`config.mk`:
```
export PLATFORM = sky130hd
export DESIGN_NAME = demux_sched_flat
export DESIGN_NICKNAME = d
export VERILOG_FILES = /design/src/rtl/demux_sched_if.sv /design/src/rtl/demux_sched.sv /design/src/flat_wrapper.sv
export SDC_FILE = /design/constraint.sdc
export NUM_CORES = 1
export LEC_CHECK = 0
export ABC_AREA = 0
export BUFFER_PORTS_ARGS = -buffer_cell sky130_fd_sc_hd__buf_2
export CELL_PAD_IN_SITES_DETAIL_PLACEMENT = 2
export CELL_PAD_IN_SITES_GLOBAL_PLACEMENT = 2
export CORE_UTILIZATION = 33
export CTS_CLUSTER_DIAMETER = 60
export DETAILED_ROUTE_END_ITERATION = 10
export HOLD_SLACK_MARGIN = 0.06
export PLACE_DENSITY_LB_ADDON = 0.2
export SYNTH_ARGS = -nofsm -noshare
export SYNTH_HDL_FRONTEND = slang
export SYNTH_SLANG_ARGS = --single-unit
```
`constraint.sdc`:
```
create_clock -name clk -period 2.4 [get_ports clk]
set_input_delay 0.72 -clock clk [delete_from_list [all_inputs] [get_ports clk]]
set_output_delay 0.72 -clock clk [all_outputs]
set_load 0.01 [all_outputs]
```
`src/rtl/demux_sched_if.sv`:
```
// Handshake and debug bundle between the upstream/downstream lanes and demux_sched.
// Transfer rule: a word moves on any clock edge where ready=1 and validEntrada0|validEntrada1.
interface demux_sched_if;
  logic       init;
  logic [3:0] burst_len;
  logic       validEntrada0;
  logic       validEntrada1;
  logic       pause0;
  logic       pause1;
  logic       selector;
  logic       ready;
  logic [3:0] word_cnt;
  logic [7:0] sent0;
  logic [7:0] sent1;
  logic [2:0] state;

  modport master (
    output init, burst_len, validEntrada0, validEntrada1, pause0, pause1,
    input  selector, ready, word_cnt, sent0, sent1, state
  );

  modport slave (
    input  init, burst_len, validEntrada0, validEntrada1, pause0, pause1,
    output selector, ready, word_cnt, sent0, sent1, state
  );
endinterface

```
`src/rtl/demux_sched.sv`:
```
// Burst scheduler for the 1-to-2 demux: owns the shared selector, counts bursts,
// throttles upstream on the active side's almost-full and keeps per-side transfer counts.
module demux_sched #(
  parameter int unsigned BURST = 4
) (
  input  logic          clk,
  input  logic          reset,
  demux_sched_if.slave  bus
);

  typedef enum logic [2:0] {
    ST_INIT   = 3'd1,
    ST_IDLE   = 3'd2,
    ST_ACTIVE = 3'd3,
    ST_STALL  = 3'd4
  } state_t;

  localparam logic [3:0] LP_BURST_RST = BURST[3:0];

  state_t     r_state,    w_state_nxt;
  logic       r_selector, w_selector_nxt;
  logic [3:0] r_word_cnt, w_word_cnt_nxt;
  logic [3:0] r_burst,    w_burst_nxt;
  logic [7:0] r_sent0,    w_sent0_nxt;
  logic [7:0] r_sent1,    w_sent1_nxt;

  logic       w_ready;
  logic       w_xfer;
  logic [3:0] w_cnt_inc;
  logic       w_burst_end;

  assign w_ready   = (r_state == ST_IDLE) || (r_state == ST_ACTIVE);
  assign w_xfer    = w_ready && (bus.validEntrada0 || bus.validEntrada1);
  assign w_cnt_inc = r_word_cnt + 4'd1;
  // A stored length of 0 means 16: the 4-bit increment of 15 wraps to 0 and matches.
  assign w_burst_end = (w_cnt_inc == r_burst);

  always_comb begin
    w_state_nxt    = r_state;
    w_selector_nxt = r_selector;
    w_word_cnt_nxt = r_word_cnt;
    w_burst_nxt    = r_burst;
    w_sent0_nxt    = r_sent0;
    w_sent1_nxt    = r_sent1;

    if (bus.init) begin
      w_state_nxt    = ST_INIT;
      w_selector_nxt = 1'b0;
      w_word_cnt_nxt = 4'd0;
      w_burst_nxt    = bus.burst_len;
    end else begin
      case (r_state)
        ST_INIT: begin
          w_state_nxt = ST_IDLE;
        end
        ST_IDLE, ST_ACTIVE: begin
          if (w_xfer) begin
            if (r_selector) w_sent1_nxt = r_sent1 + 8'd1;
            else            w_sent0_nxt = r_sent0 + 8'd1;
            if (w_burst_end) begin
              w_selector_nxt = ~r_selector;
              w_word_cnt_nxt = 4'd0;
              w_state_nxt    = ST_IDLE;
            end else begin
              w_word_cnt_nxt = w_cnt_inc;
              w_state_nxt    = ST_ACTIVE;
            end
          end
          // Pause is judged against the side that will be active next cycle.
          if (w_selector_nxt ? bus.pause1 : bus.pause0) begin
            w_state_nxt = ST_STALL;
          end
        end
        ST_STALL: begin
          if (!(r_selector ? bus.pause1 : bus.pause0)) begin
            w_state_nxt = (r_word_cnt == 4'd0) ? ST_IDLE : ST_ACTIVE;
          end
        end
        default: begin
          w_state_nxt = ST_INIT;
        end
      endcase
    end
  end

  always_ff @(posedge clk or negedge reset) begin
    if (!reset) begin
      r_state    <= ST_INIT;
      r_selector <= 1'b0;
      r_word_cnt <= 4'd0;
      r_burst    <= LP_BURST_RST;
      r_sent0    <= 8'd0;
      r_sent1    <= 8'd0;
    end else begin
      r_state    <= w_state_nxt;
      r_selector <= w_selector_nxt;
      r_word_cnt <= w_word_cnt_nxt;
      r_burst    <= w_burst_nxt;
      r_sent0    <= w_sent0_nxt;
      r_sent1    <= w_sent1_nxt;
    end
  end

  assign bus.selector = r_selector;
  assign bus.ready    = w_ready;
  assign bus.word_cnt = r_word_cnt;
  assign bus.sent0    = r_sent0;
  assign bus.sent1    = r_sent1;
  assign bus.state    = r_state;

endmodule

```
`src/flat_wrapper.sv`:
```
// flat-port wrapper written by rule: the top's interface ports become plain ports
module demux_sched_flat 
#(
  parameter int unsigned BURST = 4
)
  (clk, reset, bus_init, bus_burst_len, bus_validEntrada0, bus_validEntrada1, bus_pause0, bus_pause1, bus_selector, bus_ready, bus_word_cnt, bus_sent0, bus_sent1, bus_state);
  demux_sched_if bus_i ();
  input  logic clk;
  input  logic reset;
  input wire logic [$bits(bus_i.init)-1:0] bus_init;
  input wire logic [$bits(bus_i.burst_len)-1:0] bus_burst_len;
  input wire logic [$bits(bus_i.validEntrada0)-1:0] bus_validEntrada0;
  input wire logic [$bits(bus_i.validEntrada1)-1:0] bus_validEntrada1;
  input wire logic [$bits(bus_i.pause0)-1:0] bus_pause0;
  input wire logic [$bits(bus_i.pause1)-1:0] bus_pause1;
  output wire logic [$bits(bus_i.selector)-1:0] bus_selector;
  output wire logic [$bits(bus_i.ready)-1:0] bus_ready;
  output wire logic [$bits(bus_i.word_cnt)-1:0] bus_word_cnt;
  output wire logic [$bits(bus_i.sent0)-1:0] bus_sent0;
  output wire logic [$bits(bus_i.sent1)-1:0] bus_sent1;
  output wire logic [$bits(bus_i.state)-1:0] bus_state;
  assign bus_i.init = bus_init;
  assign bus_i.burst_len = bus_burst_len;
  assign bus_i.validEntrada0 = bus_validEntrada0;
  assign bus_i.validEntrada1 = bus_validEntrada1;
  assign bus_i.pause0 = bus_pause0;
  assign bus_i.pause1 = bus_pause1;
  assign bus_selector = bus_i.selector;
  assign bus_ready = bus_i.ready;
  assign bus_word_cnt = bus_i.word_cnt;
  assign bus_sent0 = bus_i.sent0;
  assign bus_sent1 = bus_i.sent1;
  assign bus_state = bus_i.state;
  demux_sched #(.BURST(BURST)) u_core (.clk(clk), .reset(reset), .bus(bus_i));
endmodule
```
==> impl_metrics.py <==
metrics = {
    "run_status": {
        "run_status": "finished, final reports clean",
    },
    "setup_path": {
        "critical_path.reg2reg.startpoint": "u_core.bus.word_cnt[0]",
        "r2r_cells": 6,
        "timing.critical_path.from_type": "flip-flop",
        "worst_ep_required_time_ns": 2.57,
        "critical_path.cell_chain": "ha_1 -> xnor3_1 -> nand3_1 -> o31ai_1 -> nand3_1 -> a32o_1",
        "timing.critical_path.mode_cell": "sky130_fd_sc_hd__nand3_1",
        "r2r_setup_slk_ns": 0.25,
        "timing.critical_path.slowest_cell_delay_ns": 0.46,
        "crit_type": "flip-flop to flip-flop",
        "worstReg2RegEnd": "u_core.bus.state[1]",
        "timing.critical_path.to_type": "flip-flop",
        "crit_path_top_delay_cell": "sky130_fd_sc_hd__dfrtp_1",
        "worst-endpoint-arrival_ns": 2.32,
        "crit_fanout": 6,
    },
    "global_routing": {
        "wire_length_of_the_first_global_routing_pass_um": 6437,
        "grt_overflow": 0,
        "grt_start_max_net_pins": 29,
        "antenna_found_initial": 0,
        "grt.total_usage_pct": 19.04,
        "grt_pass1_vias": 1295,
    },
    "floorplanning": {
        "die-width_um": 68.58,
        "ioPinCount": 36,
        "die_y_um": 68.58,
        "initial_utilization_pct": 35.54,
        "fp-row-count": 23,
        "core_region_area_sq_mm": 0.004115,
        "dieArea_sq_mm": 0.004703,
    },
    "cts": {
        "clkLatencyLatePin_ns": 0.28,
        "postCtsSetupRepairBufs": 0,
        "clock_tree.buffer_depth": 2,
        "worst_setup_hold_path_clk_slew_ns": 0.10,
        "clk_root_buffer_cell": "sky130_fd_sc_hd__clkbuf_8",
        "cts_made_buffers": 3,
        "tritoncts_clock_tree": "yes",
        "hold_buf_cts": 0,
        "clkSinkCount": 28,
        "cts.htree.levels": 1,
        "cts_resized": 0,
    },
    "detailed_routing": {
        "tritonroute_pass_1_iters": 4,
        "routed_via_density": 5.332,
        "routed_wl_um": 3951,
        "drt-initial-drc-count": 29,
        "wire_per_inst_um": 17.48,
        "dr_wl_met3_um": 127,
        "vias": 1205,
        "uppermost_metal_layer_occupied_by_signal_nets": "met4",
        "route.layer.met1.wl_um": 1706,
        "antenna_left": 0,
        "met2_length_um": 2074,
        "remaining_drc_errors": 0,
    },
    "power": {
        "vdd.ir_drop.worst_mv": 0.2830,
        "power_leakage_nw": 0.8541,
        "pwr_density_cell_mw_per_mm2": 746.1,
        "report.power.total_mw": 1.336,
    },
    "placed_design": {
        "gp_congestion": 0.8132,
        "port_buffers": 35,
        "detailedPlacementHpwl_um": 2983,
    },
    "final_layout": {
        "fillerInstances": 469,
        "final_core_utilization_pct": 43.51,
        "final_net_count": 192,
        "drive_above_1_share_pct": 32.95,
        "antenna_cells_inserted": 0,
        "layout-area-overhead-vs-synth_pct": 22.41,
    },
    "synthesis": {
        "synth_area_per_cell_sq_um": 10.83,
        "synth_cells": 135,
        "number_of_different_library_cells_in_the_post_synthesis_netlist": 38,
        "ys_warn_count": 0,
        "synth_largest_type_area_fraction_pct": 44.48,
        "synth.largest_area_cell": "sky130_fd_sc_hd__dfrtp_1",
        "synth.area.top_cells": "sky130_fd_sc_hd__dfrtp_1 (44%), sky130_fd_sc_hd__xnor2_1 (7.8%), sky130_fd_sc_hd__mux2_2 (6.2%), sky130_fd_sc_hd__dfstp_2 (3.6%), sky130_fd_sc_hd__xor2_1 (3.6%)",
        "yosys_register_bits": 28,
        "netlist_area_sq_mm": 0.001463,
        "synth.net_count": 150,
        "seq_area_frac_synth_pct": 48.08,
    },
    "sta": {
        "clock-skew-final_ns": 0.001971,
        "slew_violations": 0,
        "slew_headroom_pct": 57.36,
        "worst-slew-pin-transition_ns": 0.6395,
        "timing_hold_violations_final": 0,
        "final.min_clock_period_ns": 2.146,
        "finalSetupTns_ns": 0,
        "final_count_of_negative_setup_slack_endpoints": 0,
        "grt_setup_unrepaired": "false",
        "portion_of_the_clock_cycle_consumed_by_the_worst_path_in_the_final_layout_pct": 89.44,
        "timing.fmax_mhz": 465.9,
    },
    "run": {
        "count_of_max_cap_constraint_violations": 0,
    },
    "hold_path": {
        "min-delay-path-class": "input port to async pin",
    },
}
## power by group
| part | internal, mW | switching (mW) |
|---|---|---|
| combinational | 0.153 | 0.183 |
| clock | 0.224 | 0.158 |
| sequential | 0.534 | 0.0840 |
| total | 0.911 | 0.425 |
## sequential cells by signal, indices dropped and copies added (netlist names)
register / flops
u_core.bus.word_cnt: 4
u_core.bus.sent1: 8
u_core.r_burst: 4
u_core.bus.state: 3
u_core.bus.sent0: 8
u_core.bus.selector: 1
## cells in the mapped netlist (all sizes together)
master	n
xnor3	1
mux2	8
inv	4
nand2	8
nand3	11
clkbuf	1
o21ai	4
nor4b	1
a32o	1
and3	2
nor2b	1
o31ai	2
or3b	1
nor3	3
ha	4
or2b	1
a2bb2oi	1
xnor2	13
or4	2
a31oi	3
and4	1
and2	1
dfstp	2
or3	1
nand4b	1
nand4	3
nor4	1
dfrtp	26
a21oi	6
nor2	12
xor2	6
o21bai	1
nor3b	2
## cell families (layout without fill, tap and decap cells)
| logic type | Yosys count | after routing | synth area share (%) |
|---|---|---|---|
| DFF | 28 | 28 | 48.07 |
| AOI/OAI and AO/OA | 18 | 18 | 7.784 |
| xor gates and xnor gates | 20 | 20 | 12.92 |
| and+or+nand+nor | 52 | 52 | 20.36 |
| muxes | 8 | 8 | 6.159 |
| adders and majority gates | 4 | 4 | 3.422 |
| buffers and inverters | 5 | 46 | 1.283 |
## critical path, delay by kind of cell (launching register included)
family,cells,cell delay [ns]
AND/OR/NAND/NOR,2,0.27
adder cells (fa/ha/maj),1,0.26
flip-flops,1,0.46
XOR/XNOR,1,0.41
AO/OA/AOI/OAI,2,0.65
## worst max path at each step
| stage | from | to | slack (ns) |
|---|---|---|---|
| finish | u_core.bus.word_cnt[0] | u_core.bus.state[1] | 0.25 |
| global route | u_core.bus.word_cnt[0] | u_core.bus.state[1] | 0.05 |
| CTS | u_core.bus.word_cnt[0] | u_core.bus.state[1] | 0.27 |
| detailed placement | bus_init | u_core.bus.sent1[7] | 0.16 |
| global placement | bus_init | u_core.bus.sent1[7] | 0.20 |
| floorplan | bus_init | u_core.bus.sent1[7] | 0.33 |
## cell usage in the layout, fill, tap and decap left out, drive strengths merged, types with 2 or more instances in the layout
master	n
xor2	6
inv	4
nor3	3
buf	38
clkbuf	3
nand4	3
dfrtp	26
mux2	8
nand3	11
xnor2	13
o21ai	4
or4	2
and3	2
o31ai	2
a21oi	6
ha	4
nor2	12
a31oi	3
nor3b	2
dfstp	2
nand2	8
## final cells by class
| cell class | instances | area [sq um] | share of cell area [%] |
|---|---|---|---|
| multi-input cells | 102 | 740.7 | 41.37 |
| clock inverters | 1 | 30.03 | 1.677 |
| repair buffers | 38 | 197.7 | 11.04 |
| inverters | 4 | 15.01 | 0.8386 |
| clock buffers | 3 | 41.29 | 2.306 |
| flip-flops and latches | 28 | 703.2 | 39.27 |
| well taps | 50 | 62.56 | 3.494 |
## metrics by stage
stage / cells / area, sq um / hold slack [ns] / worst slack, ns
6_report: 226 / 1790 / 0.4491 / 0.2536
2_1_floorplan: 135 / 1463 / 0.4244 / 0.3342
5_1_grt: 226 / 1790 / 0.4951 / 0.04631
3_3_place_gp: 222 / 1719 / 0.4556 / 0.1968
4_1_cts: 226 / 1790 / 0.4746 / 0.2671
3_5_place_dp: 222 / 1719 / 0.4711 / 0.1558
## metal layers
metal,vias to the layer above,global-route usage (%)
met2,25,34.31
met4,0,4.688
met1,614,23.51
met3,5,2.961
met5,-,0
li1,561,-
Power figures use the tool's default switching activity.
